<file path="config.mk">
export PLATFORM = sky130hd
export DESIGN_NAME = gen_mux_pipe_flat
export DESIGN_NICKNAME = d
export VERILOG_FILES = /design/src/rtl/gen_mux_pipe_pkg.sv /design/src/rtl/gen_mux_pipe_if.sv /design/src/rtl/gen_mux_slice.sv /design/src/rtl/mux2to1.sv /design/src/rtl/gen_mux_pipe.sv /design/src/flat_wrapper.sv
export SDC_FILE = /design/constraint.sdc
export NUM_CORES = 1
export LEC_CHECK = 0
export CORE_AREA = 2 2 402 404
export DETAILED_ROUTE_END_ITERATION = 8
export DIE_AREA = 0 0 404 406
export HOLD_SLACK_MARGIN = 0.12
export PLACE_DENSITY = 0.31
export SLEW_MARGIN = 20
export SYNTH_ARGS = -nofsm -noshare
export SYNTH_HDL_FRONTEND = slang
export SYNTH_SLANG_ARGS = --single-unit
</file>
<file path="constraint.sdc">
create_clock -name clock -period 2.52 [get_ports clock]
set_clock_uncertainty 0.1 [all_clocks]
set_input_delay 0.756 -clock clock [delete_from_list [all_inputs] [get_ports clock]]
set_output_delay 0.756 -clock clock [all_outputs]
set_load 0.01 [all_outputs]
</file>
<file path="src/rtl/gen_mux_pipe_pkg.sv">
`default_nettype none
// ============================================================================
//  Module      : gen_mux_pipe_pkg
//  Description : Shared constant helpers for the pipelined 2^N:1 multiplexer.
//                Stage count, per-stage level range and vector counts.
//  Revision    : 1.0 - initial release
// ============================================================================
package gen_mux_pipe_pkg;

  // Integer ceiling division; a zero denominator yields 1 so a bad L does not
  // crash elaboration before the parameter check can report it.
  function automatic int ceil_div(input int num, input int den);
    if (den < 1) return 1;
    return (num + den - 1) / den;
  endfunction

  // First tree level handled by pipeline stage p.
  function automatic int stage_lo(input int p, input int l);
    return p * l;
  endfunction

  // One past the last tree level handled by pipeline stage p.
  function automatic int stage_hi(input int p, input int n, input int l);
    return ((p + 1) * l < n) ? (p + 1) * l : n;
  endfunction

  // Number of partial vectors still alive after 'lvl' levels of reduction.
  function automatic int vec_cnt(input int n, input int lvl);
    return 1 << (n - lvl);
  endfunction

endpackage
`default_nettype wire

</file>
<file path="src/rtl/gen_mux_pipe_if.sv">
`default_nettype none
// ============================================================================
//  Module      : gen_mux_pipe_if
//  Description : Sample/result bundle of the pipelined multiplexer.
//                master : drives valid_in, s, a (and stall); reads valid_out, y
//                slave  : the multiplexer side
//                stall exists only when GEN_MUX_PIPE_STALL_EN is defined.
//  Revision    : 1.0 - initial release
// ============================================================================
interface gen_mux_pipe_if #(
  parameter int SIZE = 4,
  parameter int N    = 8
);
  logic                  valid_in;
  logic [N-1:0]          s;
  logic [(SIZE<<N)-1:0]  a;
`ifdef GEN_MUX_PIPE_STALL_EN
  logic                  stall;
`endif
  logic                  valid_out;
  logic [SIZE-1:0]       y;

`ifdef GEN_MUX_PIPE_STALL_EN
  modport master (output valid_in, s, a, stall, input valid_out, y);
  modport slave  (input valid_in, s, a, stall, output valid_out, y);
`else
  modport master (output valid_in, s, a, input valid_out, y);
  modport slave  (input valid_in, s, a, output valid_out, y);
`endif
endinterface
`default_nettype wire

</file>
<file path="src/rtl/gen_mux_slice.sv">
`default_nettype none
// ============================================================================
//  Module      : gen_mux_slice
//  Description : Combinational block of LEVELS binary mux levels.
//                i_data : IN_CNT linearised vectors, vector k at [k*SIZE +: SIZE]
//                i_sel  : i_sel[j] steers level j (level 0 at the leaves)
//                o_data : IN_CNT >> LEVELS reduced vectors
//  Revision    : 1.0 - initial release
// ============================================================================
module gen_mux_slice
  import gen_mux_pipe_pkg::*;
#(
  parameter int SIZE   = 4,
  parameter int IN_CNT = 8,
  parameter int LEVELS = 3
) (
  input  wire logic [SIZE*IN_CNT-1:0]            i_data,
  input  wire logic [LEVELS-1:0]                 i_sel,
  output logic      [SIZE*(IN_CNT>>LEVELS)-1:0]  o_data
);

  for (genvar j = 0; j < LEVELS; j++) begin : g_lvl
    localparam int c_NI = IN_CNT >> j;
    localparam int c_NO = c_NI / 2;

    logic [SIZE*c_NI-1:0] w_in;
    logic [SIZE*c_NO-1:0] w_out;

    if (j == 0) begin : g_leaf
      assign w_in = i_data;
    end else begin : g_mid
      assign w_in = g_lvl[j-1].w_out;
    end

    // Adjacent pairs (2k, 2k+1) collapse into vector k of the next level.
    for (genvar k = 0; k < c_NO; k++) begin : g_pair
      mux2to1 #(.SIZE(SIZE)) u_mux (
        .i_d0  (w_in[(2*k)*SIZE +: SIZE]),
        .i_d1  (w_in[(2*k+1)*SIZE +: SIZE]),
        .i_sel (i_sel[j]),
        .o_y   (w_out[k*SIZE +: SIZE])
      );
    end
  end

  assign o_data = g_lvl[LEVELS-1].w_out;

endmodule
`default_nettype wire

</file>
<file path="src/rtl/mux2to1.sv">
`default_nettype none
// ============================================================================
//  Module      : mux2to1
//  Description : Leaf 2:1 vector multiplexer.
//                i_d0/i_d1 : candidate vectors, i_sel : picks i_d1 when 1,
//                o_y : selected vector
//  Revision    : 1.0 - initial release
// ============================================================================
module mux2to1 #(
  parameter int SIZE = 4
) (
  input  wire logic [SIZE-1:0] i_d0,
  input  wire logic [SIZE-1:0] i_d1,
  input  wire logic            i_sel,
  output logic      [SIZE-1:0] o_y
);
  assign o_y = i_sel ? i_d1 : i_d0;
endmodule
`default_nettype wire

</file>
<file path="src/rtl/gen_mux_pipe.sv">
`default_nettype none
// ============================================================================
//  Module      : gen_mux_pipe
//  Description : Pipelined 2^N:1 multiplexer. A register bank follows every L
//                mux levels, giving a latency of ceil(N/L) cycles at one
//                selection per cycle. A valid bit travels with the data.
//                clock : rising-edge clock
//                reset : synchronous, active-high; clears every stage
//                bus   : slave side of gen_mux_pipe_if (valid_in/s/a in,
//                        valid_out/y out, optional stall in)
//                Optional feature macro: GEN_MUX_PIPE_STALL_EN adds a stall
//                input that freezes every pipeline register.
//  Revision    : 1.0 - initial release
// ============================================================================
module gen_mux_pipe
  import gen_mux_pipe_pkg::*;
#(
  parameter int SIZE = 4,
  parameter int N    = 8,
  parameter int L    = 3
) (
  input  wire logic     clock,
  input  wire logic     reset,
  gen_mux_pipe_if.slave bus
);

  localparam int c_P = ceil_div(N, L);

  if (N < 1 || L < 1) begin : g_param_err
    $error("gen_mux_pipe: N and L must both be >= 1");
  end

  // Pipeline advance enable; with the stall feature absent it is always on.
  logic w_adv;
`ifdef GEN_MUX_PIPE_STALL_EN
  assign w_adv = ~bus.stall;
`else
  assign w_adv = 1'b1;
`endif

  for (genvar p = 0; p < c_P; p++) begin : g_stage
    localparam int c_LO    = stage_lo(p, L);
    localparam int c_HI    = stage_hi(p, N, L);
    localparam int c_LV    = c_HI - c_LO;
    localparam int c_IN_W  = SIZE * vec_cnt(N, c_LO);
    localparam int c_OUT_W = SIZE * vec_cnt(N, c_HI);
    localparam int c_SIN_W = N - c_LO;

    logic [c_IN_W-1:0]  w_din;
    logic [c_SIN_W-1:0] w_sin;
    logic               w_vin;
    logic [c_OUT_W-1:0] w_dout;
    logic [c_OUT_W-1:0] r_data;
    logic               r_valid;

    if (p == 0) begin : g_head
      assign w_din = bus.a;
      assign w_sin = bus.s;
      assign w_vin = bus.valid_in;
    end else begin : g_link
      assign w_din = g_stage[p-1].r_data;
      assign w_sin = g_stage[p-1].g_sel.r_sel;
      assign w_vin = g_stage[p-1].r_valid;
    end

    gen_mux_slice #(
      .SIZE   (SIZE),
      .IN_CNT (vec_cnt(N, c_LO)),
      .LEVELS (c_LV)
    ) u_slice (
      .i_data (w_din),
      .i_sel  (w_sin[c_LV-1:0]),
      .o_data (w_dout)
    );

    // Valid follows every advancing edge so bubbles propagate too.
    always_ff @(posedge clock) begin
      if (reset) begin
        r_valid <= 1'b0;
      end else if (w_adv) begin
        r_valid <= w_vin;
      end
    end

    // Data only loads on a valid sample, so the output stage holds the last
    // valid result across bubbles.
    always_ff @(posedge clock) begin
      if (reset) begin
        r_data <= '0;
      end else if (w_adv && w_vin) begin
        r_data <= w_dout;
      end
    end

    // Select bits not yet consumed ride along; the final stage has none left.
    if (c_HI < N) begin : g_sel
      logic [N-c_HI-1:0] r_sel;
      always_ff @(posedge clock) begin
        if (reset) begin
          r_sel <= '0;
        end else if (w_adv && w_vin) begin
          r_sel <= w_sin[c_SIN_W-1:c_LV];
        end
      end
    end
  end

  assign bus.y         = g_stage[c_P-1].r_data;
  assign bus.valid_out = g_stage[c_P-1].r_valid;

endmodule
`default_nettype wire
</file>
<file path="src/flat_wrapper.sv">
// flat-port wrapper written by rule: the top's interface ports become plain ports
module gen_mux_pipe_flat import gen_mux_pipe_pkg::*;
#(
  parameter int SIZE = 4,
  parameter int N    = 8,
  parameter int L    = 3
)
  (clock, reset, bus_valid_in, bus_s, bus_a, bus_valid_out, bus_y);
  gen_mux_pipe_if #(.SIZE(SIZE), .N(N)) bus_i ();
  input  wire logic clock;
  input  wire logic reset;
  input wire logic [$bits(bus_i.valid_in)-1:0] bus_valid_in;
  input wire logic [$bits(bus_i.s)-1:0] bus_s;
  input wire logic [$bits(bus_i.a)-1:0] bus_a;
  output wire logic [$bits(bus_i.valid_out)-1:0] bus_valid_out;
  output wire logic [$bits(bus_i.y)-1:0] bus_y;
  assign bus_i.valid_in = bus_valid_in;
  assign bus_i.s = bus_s;
  assign bus_i.a = bus_a;
  assign bus_valid_out = bus_i.valid_out;
  assign bus_y = bus_i.y;
  gen_mux_pipe #(.SIZE(SIZE), .N(N), .L(L)) u_core (.clock(clock), .reset(reset), .bus(bus_i));
endmodule
</file>
; ---- Yosys cells after proc, flatten, opt, wreduce, memory -nomap -nowiden
; Cells that the tools add are included.
[op_classes]
mux = 255
[op_table]
columns = operator, n
row1 = $mux 4, 255
[word_totals]
ff_bits = 158
in_bits = 1035
output_inout_bits = 5
word_cells = 263

; ---- Logic depth before layout (Yosys ltp)
[depth]
word_depth = 3
ltp_mapped = 8
ltp_nobuf = 4

; ---- Cells and area by module
; A second synthesis with hierarchy kept.
[hier_totals]
cells_unflattened = 1527
area_unflattened_um2 = 17035.1
[modules_own_cells]
columns = module, instances, cells_per_inst, area_each_um2, seq_area_each_um2
row1 = mux2to1, 255, 4, 45.0, 0.0
row2 = gen_mux_pipe, 1, 507, 5549.1, 3163.0

; ---- Least setup slack after synthesis
; Ideal clock, no wire load.
[synth_path]
path_type = input to register
start = in bus_s[0]
end = reg u_core.g_stage[0].r_data[52]
setup_time_ps = 143
arrival_time_ps = 1936
t_required_ps = 2277
setup_slack_ps = 341
path_stages = 7
n_path_buf = 4
path_cell_list = buf_4 -> buf_6 -> buf_6 -> buf_2 -> mux2_2 -> o221ai_1 -> a211oi_1
[synth_between]
elab_chain_cells = 3
elab_cells_between_ends = 7
cone_classes = mux: 7
[synth_rtl]
columns = item, line_no
row1 = "start, declared", flat_wrapper.sv:13  ; input wire logic [$bits(bus_i.s)-1:0] bus_s;
row2 = $mux 4 (2 in series), mux2to1.sv:17  ; assign o_y = i_sel ? i_d1 : i_d0;
row3 = $mux 4 *, mux2to1.sv:17
row4 = "end signal, assigned", gen_mux_pipe.sv:91  ; r_data <= w_dout;
row5 = "end, declared", gen_mux_pipe.sv:53  ; logic [c_OUT_W-1:0] r_data;
; Mark *: on every way between the ends. The rest lies on a longest branch, timed or not.
; A chain may end at the register's enable or synchronous reset.

; ---- Worst setup path after layout
[layout_path]
start = in bus_s[1]
end = reg u_core.g_stage[0].r_data[52]
[layout_between]
elab_chain_cells = 2
elab_cells_between_ends = 3
cone_classes = mux: 3
[layout_rtl]
columns = item, line_no
row1 = $mux 4, mux2to1.sv:17
row2 = $mux 4 *, mux2to1.sv:17
; Marks and branches as above.

==> metrics.md <==
| Metric | Value |
|---|---|
| Final hold viol count | 0 |
| Detailed placement HPWL | 96,800 um |
| Worst VDD drop | 550 uV |
| Setup Buffers After CTS | 0 |
| Worst hold margin | 0.380 ns |
| Crit path required time | 2.84 ns |
| RSZ-0062 raised after global routing | false |
| Largest net degree at the start of global routing | 65 |
| Final min period | 2.36 ns |
| Via/cell ratio | 3.56 |
| Final setup violation count | 0 |
| Clk_lat worst skew | 0.51 ns |
| Initial antenna violation count | 18 |
| Status | completed |
| Yosys warns | 0 |
| Core area | 160,000 um^2 |
| Chip width | 404 um |
| Max-Cap Viols | 0 |
| Synth area leaders | dfxtp_1 22%, mux2i_1 20%, mux2_1 14% |
| DR iter-0 viols | 656 |
| Switch share | 31.8% |
| Average size of a mapped cell | 9.62 um^2 |
| Cts hold-fix bufs | 0 |
| Pins Over Slew Limit | 0 |
| Share of cells above drive strength 1 | 13.3% |
| Post-route ant nets | 0 |
| Internal power | 6890 uW |
| Setup slack, reg-to-reg | 0.38 ns |
| Total power | 10,100 uW |
| Seq/Total Area, Yosys | 21.5% |
| DRC | 0 |
| Pwr per Cell Area | 346 nW/um^2 |
| Syn Std Cell Area | 14,700 um^2 |
| Final worst path period share | 93.6% |
| Reg-to-reg endpoint | u_core.g_stage[1].r_data[10] |
| Yosys cell types | 22 |
| Worst reg-to-reg path cell count | 5 |
| Syn nets | 2,561 |
| Full die area | 164,000 um^2 |
| Worst-path clk slew | 0.07 ns |
| Slew headroom | 50.4% |
| Fmax | 424 MHz |
| FF+latch count, synth | 158 |
| Worst Path Arrival | 2.68 ns |
| Initial core utilization | 9.20% |
| Critical path type | in -> reg |
| NetSw | 3220 uW |
| Vias in the first global route | 18,100 |
| Vias | 16,700 |
| First-pass GRT wire length | 147,000 um |
| HP Start | u_core.g_stage[0].r_data[116] |
| Ys flop type | dfxtp_1 |
| Maximum fanout along the worst path | 10 |
| CTS tree | yes |
| GRT Util Overall | 13.1% |
| Critical R2R Launch | u_core.g_stage[0].g_sel.r_sel[1] |
| Synth top cells by count | 299 x mux2i_1, 185 x mux2_1, 158 x dfxtp_1 |
| Total CTS buffers | 17 |
| Die Ht | 406 um |
| Ys async rst share | 0% |
| Post-synth top area cell | dfxtp_1 |
| 1st-pass router iterations | 5 |
| I/O Buffers | 1,039 |
| Wirelength per Cell | 23.9 um |
| Synthesis-to-finish area growth | 98.7% |
| Yosys top cell area share | 21.5% |
| Cts repair resizes | 0 |
| Hold Path End | u_core.g_stage[0].r_data[116] |
| CP Capture Type | flip-flop |
| Clock Sink Count | 158 |
| Clock tree buffer depth | 2 |
| Startpoint types | primary input |
| Comb pwr share | 43.2% |
| Static leakage | 0.0107 uW |
| Actual slew at the worst max-slew pin | 0.742 ns |
| WL final | 112,000 um |
| Most frequent cell after synthesis | mux2i_1 |
| Io pins | 1,040 |
| Clk network pwr share | 28.6% |
| Hold Path Depth | 2 |
| Cells after synthesis | 1,526 |
| Gr ovfl total | 0 |
| RePlAce Congestion | 0.795 |
| Core Rows | 147 |
| Reg power frac | 28.2% |
| Root Driver | clkbuf_16 |
| Hold crit path type | reg -> reg |
| Post-synth EDFFs | 0 |
| H-tree levels | 4 |
| Nets | 3,612 |
[registers in the layout, summed over array words and instances, names as in the netlist]
signal,flops
u_core.g_stage.r_valid,2
u_core.bus.y,4
u_core.bus.valid_out,1
u_core.g_stage.g_sel.r_sel,7
u_core.g_stage.r_data,144
[per-stage QoR]
step	utilization (%)	std cells	instance area, um^2	setup slack, ns	TNS (ns)
2_1_floorplan	-	1526	14700	0.341	0
3_3_place_gp	17.9	4644	28600	-0.382	-24.52
3_5_place_dp	17.9	4644	28600	-0.373	-26.76
4_1_cts	18.3	4675	29200	0.0534	0
5_1_grt	18.3	4679	29200	0.0237	0
6_report	18.3	4683	29200	0.161	0
[kinds of logic (layout without fill, tap and decap cells)]
kind of cell | count (synthesis) | count (layout) | share of synthesized area, %
DFF | 158 | 158 | 21.5
buffers and inverters | 179 | 1242 | 6.93
AOI/OAI and AO/OA | 432 | 432 | 24.1
muxes | 591 | 591 | 43.1
other | 0 | 8 | 0
and+or+nand+nor | 166 | 166 | 4.36
[worst max-delay path, cell delays in order]
cell and delay [ns]:
clkdlybuf4s50_1 0.56, buf_4 0.17, nor2_4 0.05, buf_4 0.20, buf_4 0.21, a22oi_1 0.18, o221ai_1 0.25, a211oi_1 0.30
[cells in the final DEF, fill, tap and decap left out, drive strengths merged]
cell type / count
nor2: 157
dfxtp: 158
diode: 8
clkinv: 4
buf: 175
a22oi: 37
o221ai: 37
o22ai: 107
clkbuf: 20
inv: 3
a211oi: 144
clkinvlp: 1
nand2: 2
nand2b: 2
a221o: 107
bufinv: 3
nor2b: 5
mux2: 288
mux4: 4
mux2i: 299
clkdlybuf4s50: 1036
[power by group through the flow]
stage	clock network, uW	logic, uW	registers [uW]
3_5_place_dp	0	4470	2920
4_1_cts	3100	4490	2860
3_3_place_gp	0	4480	2920
2_1_floorplan	0	1700	2830
6_report	2890	4360	2850
5_1_grt	3150	4690	2880
[metal layers]
| layer | wire length, um | up-vias | global-route usage [%] |
|---|---|---|---|
| met4 | 1800 | 6 | 3.31 |
| met3 | 4520 | 48 | 2.07 |
| met5 | 47 | - | 0 |
| met2 | 59700 | 503 | 24.3 |
| met1 | 46100 | 7924 | 15.5 |
| li1 | - | 8179 | - |
[how the worst max path moves through the flow]
stage / startpoint / endpoint / slack [ns] / depth (start not counted)
2_1_floorplan: bus_s[0] / u_core.g_stage[0].r_data[52] / 0.34 / 7
3_3_place_gp: bus_s[1] / u_core.g_stage[0].r_data[59] / -0.38 / 8
3_5_place_dp: bus_s[1] / u_core.g_stage[0].r_data[59] / -0.37 / 8
4_1_cts: u_core.bus.y[3] / bus_y[3] / 0.05 / 1
5_1_grt: u_core.bus.y[3] / bus_y[3] / 0.02 / 1
6_report: bus_s[1] / u_core.g_stage[0].r_data[52] / 0.16 / 8
[layout make-up]
class | count | area (um^2)
fill | 17800 | 130000
clock inverter | 11 | 156
multi-input combinational | 1189 | 10600
antenna | 8 | 20.0
timing repair buffer | 1211 | 12200
sequential | 158 | 3170
tap | 2086 | 2610
clock buffer | 20 | 447
Power figures use the tool's default switching activity.
